[src/rtl/pre_proc_frame_ctrl_if.sv]
// Bus between the frame sequencer, its input/new_speech sample RAMs and the G.729 pre-processor.
// The master side is the sequencer; the slave side is the RAMs plus pre-processor.
interface pre_proc_frame_ctrl_if #(
  parameter int ADDR_W = 11
);
  logic [ADDR_W-1:0] memInAddr;
  logic [15:0]       memIn;
  logic              ppReady;
  logic [15:0]       ppXn;
  logic [15:0]       ppYn;
  logic              ppDone;
  logic [ADDR_W-1:0] memOutAddr;
  logic [15:0]       memOut;
  logic              memWrite;

  modport master (
    output memInAddr, ppReady, ppXn, memOutAddr, memOut, memWrite,
    input  memIn, ppYn, ppDone
  );

  modport slave (
    input  memInAddr, ppReady, ppXn, memOutAddr, memOut, memWrite,
    output memIn, ppYn, ppDone
  );
endinterface

[src/rtl/pre_proc_frame_ctrl.sv]
// Frame sequencer around the G.729 pre-processor: reads L_FRAME raw samples, filters each, writes new_speech.
// Optional PP_CLIP_COUNT_EN adds clipCount, the number of saturated filter outputs in the last frame.
module pre_proc_frame_ctrl #(
  parameter int L_FRAME  = 80,
  parameter int ADDR_W   = 11,
  parameter int IN_BASE  = 0,
  parameter int OUT_BASE = 160
) (
  input  logic                 clk,
  input  logic                 reset,
  input  logic                 start,
  pre_proc_frame_ctrl_if.master bus,
  output logic                 done
`ifdef PP_CLIP_COUNT_EN
  ,
  output logic [7:0]           clipCount
`endif
);

  localparam int                IDX_W     = $clog2(L_FRAME);
  localparam logic [IDX_W-1:0]  LAST_IDX  = IDX_W'(L_FRAME - 1);
  localparam logic [ADDR_W-1:0] IN_BASE_A = ADDR_W'(IN_BASE);
  localparam logic [ADDR_W-1:0] OUT_BASE_A = ADDR_W'(OUT_BASE);

  typedef enum logic [2:0] {
    IDLE,
    RD,
    LATCH,
    REQ,
    WAIT,
    WR,
    FIN
  } state_t;

  state_t           state;
  logic [IDX_W-1:0] idx;

  // Outputs are loaded on the transition into the state that owns them. The read address
  // is therefore already on the RAM during RD, so memIn is valid when LATCH captures it.
  always_ff @(posedge clk) begin
    if (reset) begin
      state          <= IDLE;
      idx            <= '0;
      bus.memInAddr  <= IN_BASE_A;
      bus.ppReady    <= 1'b0;
      bus.ppXn       <= '0;
      bus.memOutAddr <= '0;
      bus.memOut     <= '0;
      bus.memWrite   <= 1'b0;
      done           <= 1'b0;
    end else begin
      bus.ppReady  <= 1'b0;
      bus.memWrite <= 1'b0;
      done         <= 1'b0;
      case (state)
        IDLE: begin
          if (start) begin
            idx           <= '0;
            bus.memInAddr <= IN_BASE_A;
            state         <= RD;
          end
        end
        RD: begin
          state <= LATCH;
        end
        LATCH: begin
          bus.ppXn <= bus.memIn;
          state    <= REQ;
        end
        REQ: begin
          bus.ppReady <= 1'b1;
          state       <= WAIT;
        end
        WAIT: begin
          if (bus.ppDone) begin
            bus.memOut     <= bus.ppYn;
            bus.memOutAddr <= OUT_BASE_A + ADDR_W'(idx);
            bus.memWrite   <= 1'b1;
            state          <= WR;
          end
        end
        WR: begin
          if (idx == LAST_IDX) begin
            done  <= 1'b1;
            state <= FIN;
          end else begin
            idx           <= idx + IDX_W'(1);
            bus.memInAddr <= IN_BASE_A + ADDR_W'(idx + IDX_W'(1));
            state         <= RD;
          end
        end
        FIN: begin
          state <= IDLE;
        end
        default: begin
          state <= IDLE;
        end
      endcase
    end
  end

`ifdef PP_CLIP_COUNT_EN
  // memOut holds the captured yn throughout WR, so the saturation test looks at it directly.
  always_ff @(posedge clk) begin
    if (reset) begin
      clipCount <= '0;
    end else if (state == IDLE && start) begin
      clipCount <= '0;
    end else if (state == WR && (bus.memOut == 16'h7FFF || bus.memOut == 16'h8000)
                 && clipCount != 8'hFF) begin
      clipCount <= clipCount + 8'd1;
    end
  end
`endif

endmodule
[src/flat_wrapper.sv]
// flat-port wrapper written by rule: the top's interface ports become plain ports
module pre_proc_frame_ctrl_flat 
#(
  parameter int L_FRAME  = 80,
  parameter int ADDR_W   = 11,
  parameter int IN_BASE  = 0,
  parameter int OUT_BASE = 160
)
  (clk, reset, start, done, bus_memInAddr, bus_ppReady, bus_ppXn, bus_memOutAddr, bus_memOut, bus_memWrite, bus_memIn, bus_ppYn, bus_ppDone);
  pre_proc_frame_ctrl_if #(.ADDR_W(ADDR_W)) bus_i ();
  input  logic clk;
  input  logic reset;
  input  logic start;
  output logic done;
  output wire logic [$bits(bus_i.memInAddr)-1:0] bus_memInAddr;
  output wire logic [$bits(bus_i.ppReady)-1:0] bus_ppReady;
  output wire logic [$bits(bus_i.ppXn)-1:0] bus_ppXn;
  output wire logic [$bits(bus_i.memOutAddr)-1:0] bus_memOutAddr;
  output wire logic [$bits(bus_i.memOut)-1:0] bus_memOut;
  output wire logic [$bits(bus_i.memWrite)-1:0] bus_memWrite;
  input wire logic [$bits(bus_i.memIn)-1:0] bus_memIn;
  input wire logic [$bits(bus_i.ppYn)-1:0] bus_ppYn;
  input wire logic [$bits(bus_i.ppDone)-1:0] bus_ppDone;
  assign bus_memInAddr = bus_i.memInAddr;
  assign bus_ppReady = bus_i.ppReady;
  assign bus_ppXn = bus_i.ppXn;
  assign bus_memOutAddr = bus_i.memOutAddr;
  assign bus_memOut = bus_i.memOut;
  assign bus_memWrite = bus_i.memWrite;
  assign bus_i.memIn = bus_memIn;
  assign bus_i.ppYn = bus_ppYn;
  assign bus_i.ppDone = bus_ppDone;
  pre_proc_frame_ctrl #(.L_FRAME(L_FRAME), .ADDR_W(ADDR_W), .IN_BASE(IN_BASE), .OUT_BASE(OUT_BASE)) u_core (.clk(clk), .reset(reset), .start(start), .bus(bus_i), .done(done));
endmodule
[config.mk]
export PLATFORM = sky130hd
export DESIGN_NAME = pre_proc_frame_ctrl_flat
export DESIGN_NICKNAME = d
export VERILOG_FILES = /design/src/rtl/pre_proc_frame_ctrl_if.sv /design/src/rtl/pre_proc_frame_ctrl.sv /design/src/flat_wrapper.sv
export SDC_FILE = /design/constraint.sdc
export NUM_CORES = 1
export LEC_CHECK = 0
export CORE_MARGIN = 4
export CORE_UTILIZATION = 45
export DETAILED_ROUTE_END_ITERATION = 10
export MAX_ROUTING_LAYER = met4
export PLACE_DENSITY = 0.87
export REMOVE_ABC_BUFFERS = 1
export SLEW_MARGIN = 5
export SYNTH_ARGS = -nofsm -noshare
export SYNTH_HDL_FRONTEND = slang
export SYNTH_SLANG_ARGS = --single-unit
export TNS_END_PERCENT = 50
[constraint.sdc]
create_clock -name clk -period 4.2 [get_ports clk]
set_input_delay 1.05 -clock clk [delete_from_list [all_inputs] [get_ports clk]]
set_output_delay 1.05 -clock clk [all_outputs]
set_load 0.005 [all_outputs]
# == After elaboration in Yosys (flattened, before gate mapping) ==
# Cells that the tools add are included.
# op_classes
add_sub_neg,3
mul,0
order_cmp,0
eq_ne,9
div,0
shift,0
muxes,13
bitwise,2
reduce_logical,7
# op_table
operator,count
$mux 11,2
$pmux 11 s2,1
$pmux 3 s6,1
$mux 7,2
$pmux 7 s2,1
$add 8x7->9 const A,1
$mux 3,3
$add 7x1->8 const B,1
$add 7x1->7 const B,1
$eq 7x7->1 const B,1
$eq 3x2->1 const B,2
$eq 3x3->1 const B,2
$ne 2x2->1 const B,3
$reduce_and 2->1,2
$reduce_or 2->1,2
$eq 3x1->1 const B,1
$logic_not 3->1,1
$mux 1,3
$reduce_and 3->1,1
$not 1->1,2
$reduce_bool 2->1,1
# totals
n_memories,0
latchBits,0
romBits,0
mem_bits_rw,0
in_bits,36
regBits,67
out_inout_bits,57

# == Longest topological paths before layout ==
# depth
depth_word,3
depth_mapped,7

# == Worst setup path after synthesis ==
# No wires, ideal clock.
# synth_timing
path_type,input port to flip-flop
start,in start
end,reg u_core.bus.memInAddr[6]
t_arrival_ps,2054
stages,4
required_time_ps,4141
slack_ps,2087
path_cell_list,or3b_1 o21a_2 or4b_1 nand2_1
# synth_between
elab_chain_len,2
# synth_rtl
item,line,rtl
"start, declared",flat_wrapper.sv:13,input logic start;
$ne 2x2->1 (no source line),-,
$reduce_and 3->1 (no source line),-,
"end signal, assigned",pre_proc_frame_ctrl.sv:88,bus.memInAddr <= IN_BASE_A + ADDR_W'(idx + IDX_W'(1));
"end, declared",pre_proc_frame_ctrl_if.sv:17,"output memInAddr, ppReady, ppXn, memOutAddr, memOut, memWrite,"
# Every way passes these cells.
# A chain may end at the register's enable or synchronous reset.

# == Worst setup path in the final report ==
# layout_timing
start,in start
end,reg u_core.idx[2]
# layout_between
elab_chain_len,2
# layout_rtl
item,line,rtl
$ne 2x2->1 (no source line),-,
$reduce_and 3->1 (no source line),-,
"end signal, assigned",pre_proc_frame_ctrl.sv:87,idx <= idx + IDX_W'(1);
"end, declared",pre_proc_frame_ctrl.sv:36,logic [IDX_W-1:0] idx;
# Every way passes these cells.

==> impl_metrics.py <==
metrics = {
    "logic_synthesis": {
        "synth_cells": 272,
        "synth_area_per_cell_sq_um": 8.147,
        "synth.yosys.seq_area_share_pct": 49.69,
        "yosys_warnings": 0,
        "synthArstFlopShare_pct": 0,
        "synth_edf_count": 0,
        "netlist_area_sq_mm": 0.002216,
        "synth_cell_types": 43,
        "synth_flop_cell": "dfxtp_1",
        "synth-seq-cells": 55,
    },
    "global_routing": {
        "grt_max_degree": 34,
        "grtUsageMet2_pct": 30.31,
        "grt_pass1_wl_um": 9370,
        "grt-ovfl-total": 0,
        "grtUsageMet3_pct": 5.161,
        "grtUsageTotal_pct": 19.71,
        "antenna_found_initial": 0,
        "grt_pass1_vias": 1951,
        "grt_util_met1_pct": 25.18,
        "gr-max-usage-layer": "met2",
    },
    "clocking": {
        "cts-resized-gates": 0,
        "cts.sinks": 55,
        "postCtsSetupBuffers": 0,
        "cts.htree.levels": 2,
        "cts_buffers": 5,
        "hold_buffers": 0,
        "clkTransAtPathRegs_ps": 100,
        "clockBufferDepth": 2,
        "root_buffer": "clkbuf_8",
        "clk_latency_ps": 310,
        "cts_tree": "built",
    },
    "place": {
        "hpwl_um": 4001,
        "gp_congestion": 0.8526,
        "place_inst": 409,
        "portBuffers": 87,
        "place_ws_ps": 1411,
        "dpl-instance-area_sq_mm": 0.003072,
    },
    "floorplanning": {
        "core_region_area_sq_mm": 0.004755,
        "die_y_um": 78.17,
        "rows": 25,
        "die_x_um": 78.17,
        "dieArea_sq_mm": 0.006111,
        "io_pins": 93,
        "start_util_pct": 46.61,
    },
    "cells_and_area": {
        "fillCellCount": 412,
        "final_cell_mix": "88 x nand2_1, 86 x clkdlybuf4s50_1, 55 x dfxtp_1, 41 x a21oi_1, 8 x nor2_1",
        "layout-drive-gt1-share_pct": 4.000,
        "final_common_cell": "nand2_1",
        "stdcell_area_sq_mm": 0.003193,
        "seq_area_sq_mm": 0.001101,
        "multi_input_area_sq_mm": 0.001002,
        "n_antenna_cell": 0,
        "final_nets": 387,
        "area_delta_synth_final_pct": 44.10,
        "instances_no_fill": 417,
    },
    "timing": {
        "slew-limit-headroom_pct": 37.87,
        "setup_viol": 0,
        "worstMarginPinSlew_ps": 926.9,
        "setup_slack_ps": 1700,
        "hold_viol": 0,
        "final.setup.tns_ps": 0,
        "rsz0062_at_grt": "no",
        "min_period_ps": 2500,
        "fin_skew_ps": 3.908,
        "slew_viol_final": 0,
        "post-route-period-util_pct": 59.53,
        "fmax_mhz": 400.0,
    },
    "outcome": {
        "status": "finished, final reports clean",
    },
    "detailed_routing": {
        "via_per_inst": 5.055,
        "drc": 0,
        "drt-total-wl_um": 5600,
        "drtIter0Drc": 124,
        "detail-route-antenna-nets": 0,
        "wl_per_cell_um": 13.43,
        "drtPass1Iterations": 4,
        "vias": 2108,
    },
    "flow_run": {
        "cap_violations": 0,
    },
    "worst_setup_path": {
        "critPathArrivalTime_ps": 2710,
        "worst_ep_required_time_ps": 4410,
        "startpoint_type": "input port",
        "path_max_fanout": 7,
        "max_stage_delay_ps": 510,
        "path_cells": "clkdlybuf4s50_1, nor4b_1, nor2_1, o311a_1, a31o_2",
        "crit_path_top_delay_cell": "clkdlybuf4s50_1",
        "worstSetupPathType": "input port to register",
        "reg2reg_from": "u_core.state[2]",
        "r2r_cells": 4,
        "critical_path.endpoint_type": "register",
        "reg2reg_slack_ps": 2170,
        "rr_endpoint": "u_core.bus.memOut[15]",
    },
    "min_path": {
        "min_path_type": "register to register",
        "holdPathStages": 2,
        "hp-start": "u_core.bus.ppXn[9]",
        "holdPathEnd": "u_core.bus.ppXn[9]",
    },
    "power_and_ir_drop": {
        "p_leak_nw": 1.093,
        "vdd_drop_max_mv": 0.2345,
        "powerDensity_mw_per_mm2": 327.4,
    },
}
cells by family (layout without fill, tap and decap cells):
| kind of cell | Yosys count | count (layout) | synth area share, % |
|---|---|---|---|
| multiplexers | 4 | 4 | 1.807 |
| flip-flops | 55 | 55 | 49.69 |
| adder cells (fa/ha/maj) | 2 | 2 | 1.129 |
| AO/OA/AOI/OAI | 56 | 56 | 14.23 |
| XOR/XNOR | 1 | 1 | 0.3953 |
| buffers and inverters | 24 | 98 | 5.759 |
| other | 1 | 5 | 0.1692 |
| AND/OR/NAND/NOR | 129 | 129 | 26.82 |
how the worst max path moves through the flow:
stage / from / slack (ps) / depth (start not counted) / to
finish: start / 1700 / 5 / u_core.idx[2]
global route: start / 1620 / 5 / u_core.idx[2]
CTS: start / 1720 / 5 / u_core.idx[2]
detailed placement: start / 1410 / 5 / u_core.idx[2]
global placement: start / 1540 / 5 / u_core.bus.memInAddr[6]
floorplan: bus_ppDone / 2060 / 3 / u_core.bus.memOutAddr[5]
registers in the layout, summed over array words and instances (netlist names):
signal / flops
u_core.bus.memInAddr: 2
u_core.bus.memOut: 16
u_core.bus.memOutAddr: 9
u_core.bus.memWrite: 1
u_core.bus.ppReady: 1
u_core.bus.ppXn: 16
u_core.done: 1
u_core.idx: 6
u_core.state: 3
per-stage QoR:
stage / utilization [%] / hold slack (ps) / power [mW]
6_report: 67.16 / 457.1 / 1.045
5_1_grt: 67.16 / 476.8 / 1.096
4_1_cts: 67.16 / 459.4 / 1.057
3_5_place_dp: 64.61 / 445.3 / 0.6889
3_3_place_gp: 64.61 / 440.8 / 0.6850
2_1_floorplan: - / 446.7 / 0.6107
worst max-delay path: cells and delay by family:
kind,cells,cell delay (ps)
compound gates,2,410
buf+inv,1,510
simple gates,2,750
metal layers:
layer | up-vias | wire length, um
li1 | 1060 | -
met1 | 944 | 2628
met2 | 96 | 2456
met3 | 8 | 434
met4 | 0 | 80
met5 | - | 0
report_power, final:
group	leakage (nW)	internal [mW]	switching (mW)
registers	0.444	0.536	0.0174
logic	0.587	0.0704	0.0531
clock network	0.0618	0.196	0.173
synth_stat cells (2+ instances only):
cell | number | share of area, %
nand3_1 | 3 | 0.68
or3_1 | 3 | 0.85
ha_1 | 2 | 1.1
a21oi_1 | 41 | 9.3
clkbuf_1 | 9 | 1.5
dfxtp_1 | 55 | 50
or4_1 | 2 | 0.68
o21ai_0 | 3 | 0.68
nor2_1 | 8 | 1.4
nor3_1 | 2 | 0.45
nand2b_1 | 2 | 0.56
o31ai_1 | 2 | 0.68
or3b_1 | 2 | 0.79
nor4_1 | 2 | 0.56
nand2_1 | 88 | 15
nor4b_1 | 2 | 0.79
a21boi_0 | 2 | 0.68
nand4_1 | 3 | 0.85
nor2b_1 | 3 | 0.85
mux2i_1 | 4 | 1.8
and3b_1 | 2 | 0.79
buf_4 | 6 | 2.0
buf_2 | 6 | 1.4
layout make-up:
cell class                 count  share of cell area, %
inverter                       1                 0.1176
timing repair buffer          89                  27.59
clock buffer                   6                  2.586
clock inverter                 2                  1.215
multi-input combinational    197                  31.39
sequential                    55                  34.48
tap                           67                  2.625
Note: power is estimated with default switching activity, not from simulation.
